<file path="config.mk">
export PLATFORM = sky130hd
export DESIGN_NAME = conv_sched
export DESIGN_NICKNAME = d
export VERILOG_FILES = /design/src/rtl/bnn_pkg.sv /design/src/rtl/wt_fetch.sv /design/src/rtl/conv_sched.sv
export SDC_FILE = /design/constraint.sdc
export NUM_CORES = 1
export LEC_CHECK = 0
export ABC_AREA = 1
export CAP_MARGIN = 20
export CORE_ASPECT_RATIO = 1.4
export CORE_MARGIN = 2
export CORE_UTILIZATION = 45
export DETAILED_ROUTE_END_ITERATION = 16
export GPL_ROUTABILITY_DRIVEN = 0
export PLACE_DENSITY = 0.81
export SYNTH_ARGS = -nofsm -noshare
export SYNTH_HDL_FRONTEND = slang
export SYNTH_SLANG_ARGS = --single-unit
</file>
<file path="constraint.sdc">
create_clock -name clk -period 4.3 [get_ports clk]
set_input_delay 1.29 -clock clk [delete_from_list [all_inputs] [get_ports clk]]
set_output_delay 1.29 -clock clk [all_outputs]
set_load 0.02 [all_outputs]
</file>
<file path="src/rtl/bnn_pkg.sv">
// Shared BNN accelerator definitions.
// State encoding, layer geometry defaults and datapath width.
package bnn_pkg;

  localparam int DW       = 32;
  localparam int NW_D     = 25;
  localparam int NPIX0_D  = 784;
  localparam int NPIX1_D  = 144;
  localparam int NOUT0_D  = 576;
  localparam int NOUT1_D  = 64;

  typedef enum logic [2:0] {
    S_IDLE,
    S_LOAD_W,
    S_RUN,
    S_DRAIN,
    S_NEXT,
    S_FIN
  } state_e;

endpackage

</file>
<file path="src/rtl/wt_fetch.sv">
// Weight ROM address sequencer for one output channel.
// Enables trail their address by one cycle to match ROM latency.
module wt_fetch
  import bnn_pkg::*;
#(
  parameter int NW = NW_D
) (
  input  logic       clk,
  input  logic       rst,
  input  logic       active_i,
  input  logic [3:0] ch_i,
  input  logic       wt_rdata_i,
  output logic [9:0] wt_raddr_o,
  output logic       wen_o,
  output logic       wbit_o,
  output logic       last_o
);

  localparam int KW = $clog2(NW + 1);

  logic [KW-1:0] k_q, k_d;
  logic          en_q, last_q;
  logic          issue;

  assign issue  = active_i && (k_q < KW'(NW));
  assign wen_o  = en_q;
  assign wbit_o = en_q & wt_rdata_i;
  assign last_o = last_q;

  // Address for bit k of channel ch while a fetch is in progress.
  always_comb begin
    wt_raddr_o = '0;
    k_d        = '0;
    if (active_i) begin
      k_d = issue ? k_q + KW'(1) : k_q;
    end
    if (issue) begin
      wt_raddr_o = 10'(int'(ch_i) * NW + int'(k_q));
    end
  end

  // Bit counter and one-cycle delayed enable/last flags.
  always_ff @(posedge clk or posedge rst) begin
    if (rst) begin
      k_q    <= '0;
      en_q   <= 1'b0;
      last_q <= 1'b0;
    end else begin
      k_q    <= k_d;
      en_q   <= issue;
      last_q <= issue && (k_q == KW'(NW - 1));
    end
  end

endmodule

</file>
<file path="src/rtl/conv_sched.sv">
// Per-channel scheduler feeding the conv_mix engine.
// Loads weights, streams pixels, drains results, loops channels.
module conv_sched
  import bnn_pkg::*;
#(
  parameter int NW    = NW_D,
  parameter int NPIX0 = NPIX0_D,
  parameter int NPIX1 = NPIX1_D,
  parameter int NOUT0 = NOUT0_D,
  parameter int NOUT1 = NOUT1_D
) (
  input  logic                 clk,
  input  logic                 rst,
  input  logic                 job_valid,
  output logic                 job_ready,
  input  logic                 job_layer,
  input  logic [3:0]           job_nch,
  output logic [9:0]           wt_raddr,
  input  logic                 wt_rdata,
  input  logic                 px_valid,
  output logic                 px_ready,
  input  logic signed [DW-1:0] px_data,
  output logic                 cm_start,
  output logic                 cm_weight_en,
  output logic                 cm_weight,
  output logic [DW-1:0]        cm_din,
  output logic                 cm_state,
  input  logic                 cm_ovalid,
  input  logic                 cm_done,
  input  logic [DW-1:0]        cm_dout,
  output logic                 res_valid,
  output logic [DW-1:0]        res_data,
  output logic [3:0]           res_ch,
  output logic [9:0]           res_idx,
  output logic                 busy,
  output logic                 job_done,
  output logic                 err_underrun,
  output logic                 err_count
);

  state_e        state_q, state_d;
  logic          layer_q, layer_d;
  logic [3:0]    nch_q, nch_d;
  logic [3:0]    ch_q, ch_d;
  logic [9:0]    pix_q, pix_d;
  logic [9:0]    ocnt_q, ocnt_d;
  logic          eu_q, eu_d;
  logic          ec_q, ec_d;
  logic          rv_q;
  logic [DW-1:0] rd_q;
  logic [3:0]    rc_q;
  logic [9:0]    ri_q;
  logic          rdy;
  logic          load_act;
  logic          wlast;
  logic [9:0]    npix, nout;

  assign npix = layer_q ? 10'(NPIX1) : 10'(NPIX0);
  assign nout = layer_q ? 10'(NOUT1) : 10'(NOUT0);

  assign load_act     = (state_q == S_LOAD_W);
  assign job_ready    = rdy & ~rst;
  assign busy         = (state_q != S_IDLE);
  assign cm_state     = layer_q;
  assign err_underrun = eu_q;
  assign err_count    = ec_q;
  assign res_valid    = rv_q;
  assign res_data     = rd_q;
  assign res_ch       = rc_q;
  assign res_idx      = ri_q;

  wt_fetch #(.NW(NW)) u_wt_fetch (
    .clk        (clk),
    .rst        (rst),
    .active_i   (load_act),
    .ch_i       (ch_q),
    .wt_rdata_i (wt_rdata),
    .wt_raddr_o (wt_raddr),
    .wen_o      (cm_weight_en),
    .wbit_o     (cm_weight),
    .last_o     (wlast)
  );

  // Next state, job bookkeeping and per-state outputs.
  always_comb begin
    state_d  = state_q;
    layer_d  = layer_q;
    nch_d    = nch_q;
    ch_d     = ch_q;
    pix_d    = pix_q;
    ocnt_d   = ocnt_q + (cm_ovalid ? 10'd1 : 10'd0);
    eu_d     = eu_q;
    ec_d     = ec_q;
    rdy      = 1'b0;
    cm_start = 1'b0;
    px_ready = 1'b0;
    cm_din   = '0;
    job_done = 1'b0;
    case (state_q)
      S_IDLE: begin
        rdy = 1'b1;
        if (job_valid) begin
          layer_d = job_layer;
          nch_d   = job_nch;
          ch_d    = '0;
          eu_d    = 1'b0;
          ec_d    = 1'b0;
          ocnt_d  = '0;
          state_d = S_LOAD_W;
        end
      end
      S_LOAD_W: begin
        pix_d = '0;
        if (wlast) state_d = S_RUN;
      end
      S_RUN: begin
        cm_start = 1'b1;
        px_ready = 1'b1;
        if (px_valid) cm_din = px_data;
        else          eu_d   = 1'b1;
        if (pix_q == npix - 10'd1) begin
          pix_d   = '0;
          state_d = S_DRAIN;
        end else begin
          pix_d = pix_q + 10'd1;
        end
      end
      S_DRAIN: begin
        if (cm_done) begin
          if (ocnt_d != nout) ec_d = 1'b1;
          state_d = S_NEXT;
        end
      end
      S_NEXT: begin
        if (ch_q == nch_q) begin
          state_d = S_FIN;
        end else begin
          ch_d    = ch_q + 4'd1;
          ocnt_d  = '0;
          state_d = S_LOAD_W;
        end
      end
      S_FIN: begin
        job_done = 1'b1;
        state_d  = S_IDLE;
      end
      default: state_d = S_IDLE;
    endcase
  end

  // Control state registers.
  always_ff @(posedge clk or posedge rst) begin
    if (rst) begin
      state_q <= S_IDLE;
      layer_q <= 1'b0;
      nch_q   <= '0;
      ch_q    <= '0;
      pix_q   <= '0;
      ocnt_q  <= '0;
      eu_q    <= 1'b0;
      ec_q    <= 1'b0;
    end else begin
      state_q <= state_d;
      layer_q <= layer_d;
      nch_q   <= nch_d;
      ch_q    <= ch_d;
      pix_q   <= pix_d;
      ocnt_q  <= ocnt_d;
      eu_q    <= eu_d;
      ec_q    <= ec_d;
    end
  end

  // Result register: one conv output per cycle, no backpressure.
  always_ff @(posedge clk or posedge rst) begin
    if (rst) begin
      rv_q <= 1'b0;
      rd_q <= '0;
      rc_q <= '0;
      ri_q <= '0;
    end else begin
      rv_q <= cm_ovalid;
      if (cm_ovalid) begin
        rd_q <= cm_dout;
        rc_q <= ch_q;
        ri_q <= ocnt_q;
      end
    end
  end

endmodule

</file>
Word-level counts from Yosys, hierarchy flattened. Index checks and enable logic that the tools add are counted.

Equal/unequal tests: 17. Multipliers: 1. Add/sub/neg operators: 6. Mux-type cells: 31. Reduce and logical (&&, ||, !) cells: 13. $lt $le $gt $ge: 1. Bitwise gates (word level): 3.

Operators with widths (number): $mux W32 (2); $mux W10 (6); $pmux W10 S2 (2); $ne A2 B2 Y1 const B (8); $mux W3 (5); $pmux W3 S5 (1); $add A10 B1 Y10 (1); $add A10 B1 Y10 const B (1); $add A10 B6 Y10 (1); $eq A10 B10 Y1 (1); $mux W5 (2); $ne A10 B10 Y1 (1); $sub A10 B1 Y10 const B (1); $mul A4 B5 Y9 const B (1); $mux W1 (8); $mux W4 (2); $pmux W4 S2 (1); $reduce_and A4 Y1 (2); $reduce_bool A2 Y1 (4); $eq A3 B2 Y1 const B (2); $eq A3 B3 Y1 const B (2); $reduce_and A3 Y1 (2); $add A5 B1 Y5 const B (1); $eq A5 B5 Y1 const B (1); other kinds (11) (14).

Bits of input ports: 76. Register bits: 88. Word-level logic and storage cells: 87. Output and inout port bits: 99.

Longest topological paths before layout.
Depth in word-level cells: 6. Depth in mapped cells: 12. Depth with buffers taken out: 12.

Cells and area by module. A second synthesis with hierarchy kept.

Cell total of the unflattened synthesis: 532. Area, all modules: 4817.1 um^2.

Modules (own cells, without submodules): conv_sched (area each 3867.5 um^2, instances 1, cells each 406); wt_fetch (area each 949.7 um^2, instances 1, cells each 126).

Worst setup path before layout. No wires, ideal clock.

Path kind: register -> output. From: register ch_q[0]. To: output wt_raddr[9]. Cell stages (with the launch flop): 11. Path slack: 0.752 ns. Arrival: 2.258 ns. Path buffers: 0. Cell sequence: dfrtp_1 ha_1 ha_1 fa_1 xor2_1 nand2_1 nor2_1 nand2_1 o21ai_0 nand2_1 nor2_1.

Longest elaborated chain between the ends: 3.

RTL lines: start, declared (line conv_sched.sv:44) `logic [3:0] ch_q, ch_d;`; start signal, assigned (line conv_sched.sv:166) `ch_q <= ch_d;`; $mul A4 B5 Y9 (line wt_fetch.sv:38) `wt_raddr_o = 10'(int'(ch_i) * NW + int'(k_q));`; $add A10 B6 Y10 (line wt_fetch.sv:38); $mux W10 (line wt_fetch.sv:37) `if (issue) begin`; end, declared (line conv_sched.sv:18) `output logic [9:0] wt_raddr,`.

Every way passes these cells.

Final worst setup path.
From: register ch_q[0]. To: output wt_raddr[7].

Same word-level chain as after synthesis.

==> results by group <==
Drt
  • First-pass DRT Iterations: 4
  • Post-route DRC: 0
  • Total Wirelength: 11530 um
  • Via/cell ratio: approximately 5
  • Remaining antenna violation count: 0
  • Initial DRC count: 149
  • Via count: around 4200
  • WL/cell: 13.68 um

Timing
  • Hold_ws: about 0.5 ns
  • RSZ-0062 raised after global routing: false
  • Min cycle time layout: 4.107 ns
  • Final worst-path cycle share: 0.9552
  • Final hold vios: 0
  • Max Clock Freq: 243.5 MHz
  • Slew Viols, Final: 0
  • Post-route setup TNS: 0 ns
  • Worst slew margin: 0.5316
  • Final setup vio count: 0
  • Worst Skew: around 0.0067 ns
  • Worst Max-Slew Pin Slew: approximately 0.70 ns
  • Worst setup margin: 0.1925 ns

Placed design
  • Port buffer count: between 150 and 200
  • Pre-CTS WS: around 0.14 ns
  • Post-DP HPWL: 8834 um
  • Placed inst area: 6626 um^2

Global route
  • Pin count of the biggest net entering global routing: 57
  • Wire length of the first global-routing pass: 19130 um
  • GRT Total Usage: 0.2053
  • Vias in the first global route: 4225
  • Initial antenna violation count: 0
  • Gr ovfl total: 0

Flow run
  • Max Cap Viol: 0

Synthesis
  • Synth warn: 0
  • Register area share after synthesis: 0.4639
  • EDFF count, synth: 0
  • #FFs+latches synth: 88
  • Syn Inst Count: 527
  • Mapped Area: ~4700 um^2
  • Top FF cell, synth: dfrtp_1
  • Async SR Flop Fraction: 1.000
  • Syn nets: roughly 620
  • Synth cell types: 37
  • Average size of a mapped cell: 9.008 um^2

Clock tree
  • H-Tree Depth: 3
  • Clock Sink Count: 88
  • CTS Root Cell: clkbuf_16
  • TritonCTS clock tree: yes
  • CTS clock-pin slew for the worst setup and hold paths: about 0.06 ns
  • Clk_lat worst skew: 0.34 ns
  • Num CTS Buffers: 9
  • Setup bufs post-CTS: 0
  • Max clock buf depth: 2

Worst hold path
  • Worst hold-check path type: flop to flop

Die
  • Placement row count: between 40 and 50
  • Die Height: approximately 130 um
  • Die area: 11400 um^2
  • IO Count: between 150 and 200
  • Die width: between 90 and 100 um
  • Core area: 10350 um^2
  • Initial Util: 0.4587

Worst setup path
  • Worst path required time: 3.01 ns
  • CP endpoint kind: output pin
  • Kind of critical path: flop to output pin
  • Worst EP arrival: 2.82 ns
  • Setup crit start kind: flop
  • CP Max Fanout: 4

Cells and area
  • Area occupied by multi-input gates: 2303 um^2
  • Share of layout cells above drive strength 1: 0.1489
  • Nets: 798
  • Reg area: 2203 um^2
  • Post-route cell area: 6904 um^2
  • # diodes: 0
  • Synthesis-to-finish area growth: 45.44%
  • Commonest non-fill, non-tap cell in the layout: clkdlybuf4s50_1
  • Fin util: 0.6671
  • Fillcell total: 840
  • Commonest cells after routing, fill and taps aside: 169 x clkdlybuf4s50_1, 108 x nand2_1, 87 x dfrtp_1, 78 x nor2_1, 38 x inv_1

Power and ir drop
  • PD cells: 455.4 nW/um^2
  • LEAKAGE: 0.003053 uW
  • Worst vdd ir: 0.0003169 V

Run status
  • Status: completed
-- routing by layer --
metal,GRT usage,share of wire,vias to the layer above
met4,0.06774,0.012,0
met2,0.3762,0.52,177
met5,0,0,-
li1,-,-,2041
met3,0.05602,0.078,13
met1,0.2287,0.39,1974
-- sequential cells by signal, indices dropped and copies added, names as in the netlist, 3 cells and up --
signal and cells:
ch_q 4, nch_q 4, ocnt_q 10, pix_q 10
res_ch 4, res_data 32, res_idx 10, state_q 3
u_wt_fetch.k_q 5
-- cell usage after synthesis, types with 2 or more instances --
cell type / count / area [um^2]
nand2_1: 108 / 405.4
nand3_2: 2 / 20.02
a21oi_1: 24 / 120.1
xor2_1: 11 / 96.34
a21oi_4: 2 / 32.53
nand3_1: 30 / 150.1
a21oi_2: 2 / 17.52
clkbuf_1: 6 / 22.52
nand2_2: 4 / 25.02
inv_2: 6 / 22.52
xnor2_1: 7 / 61.31
nor2_1: 78 / 292.8
inv_1: 39 / 146.4
fa_1: 2 / 40.04
nor3_1: 4 / 20.02
dfrtp_1: 88 / 2202
nand4_1: 5 / 31.28
buf_2: 8 / 40.04
nor2_2: 12 / 75.07
nor2_4: 4 / 45.04
ha_1: 19 / 237.7
o21ai_0: 11 / 55.05
nand2_4: 4 / 45.04
or2_2: 2 / 12.51
mux2_2: 37 / 416.7
-- final cells by class --
cell class              instances  area share
clock buffers                  10     0.03316
clock inverters                 5    0.003625
inverters                      46     0.02718
multi-input cells             377      0.3336
flip-flops and latches         88      0.3191
well taps                     138     0.02501
repair buffers                179      0.2582
-- report_power, final --
part           switching (uW)  internal [uW]  total, uW  leakage [uW]
clock                     294            382        677      0.000132
sequential                116            967       1080       0.00111
combinational             797            588       1380       0.00181
total                    1210           1940       3140       0.00305
-- through the flow --
stage          power, uW  std cells
2_1_floorplan       1987        527
3_3_place_gp        2448        828
3_5_place_dp        2487        828
4_1_cts             3176        843
5_1_grt             3356        843
6_report            3144        843
-- what timing repair did --
| action | CTS | global route |
|---|---|---|
| resized for setup | 4 | 6 |
| pin swaps | 0 | 0 |
| hold buffers | 0 | 0 |
| setup endpoints to repair | 4 | 3 |
| endpoints found under the hold margin | 0 | 0 |
-- path summary, 6_finish.rpt --
path | start | endpoint | slack (ns) | cells after the start
worst min-delay path | err_underrun$_DFFE_PP0P_ | err_underrun$_DFFE_PP0P_ | 0.50 | 2
min in group asynchronous | rst | nch_q[1]$_DFFE_PP0P_ | 1.40 | 2
worst max register to register | ocnt_q[0]$_DFF_PP0_ | err_count$_DFFE_PP0P_ | 2.42 | 9
max in group asynchronous | rst | ocnt_q[7]$_DFF_PP0_ | 2.06 | 3
worst max-delay path | ch_q[0]$_DFFE_PP0P_ | wt_raddr[7] | 0.19 | 12
worst min register to register | err_underrun$_DFFE_PP0P_ | err_underrun$_DFFE_PP0P_ | 0.50 | 2
-- kinds of logic (layout without fill, tap and decap cells) --
logic type      after synthesis  after routing  share of synthesized area
simple gates                256            256                     0.2433
flops                        88             88                     0.4639
buf+inv                      62            240                    0.05641
compound gates               45             45                    0.05693
mux                          37             37                    0.08777
fa+ha+maj                    21             21                    0.05851
xor+xnor                     18             18                    0.03321
-- worst max-delay path: stages (launching register included) --
cell and delay (ns):
dfrtp_1 0.46, ha_4 0.28, ha_1 0.23, fa_2 0.39, xor2_2 0.18, nand2_1 0.14, nor2_1 0.11, nand2_1 0.05
o21ai_0 0.11, nand2_1 0.11, nand2_1 0.07, nor2_1 0.04, dlygate4sd2_1 0.31
(Power assumes the default switching activity.)
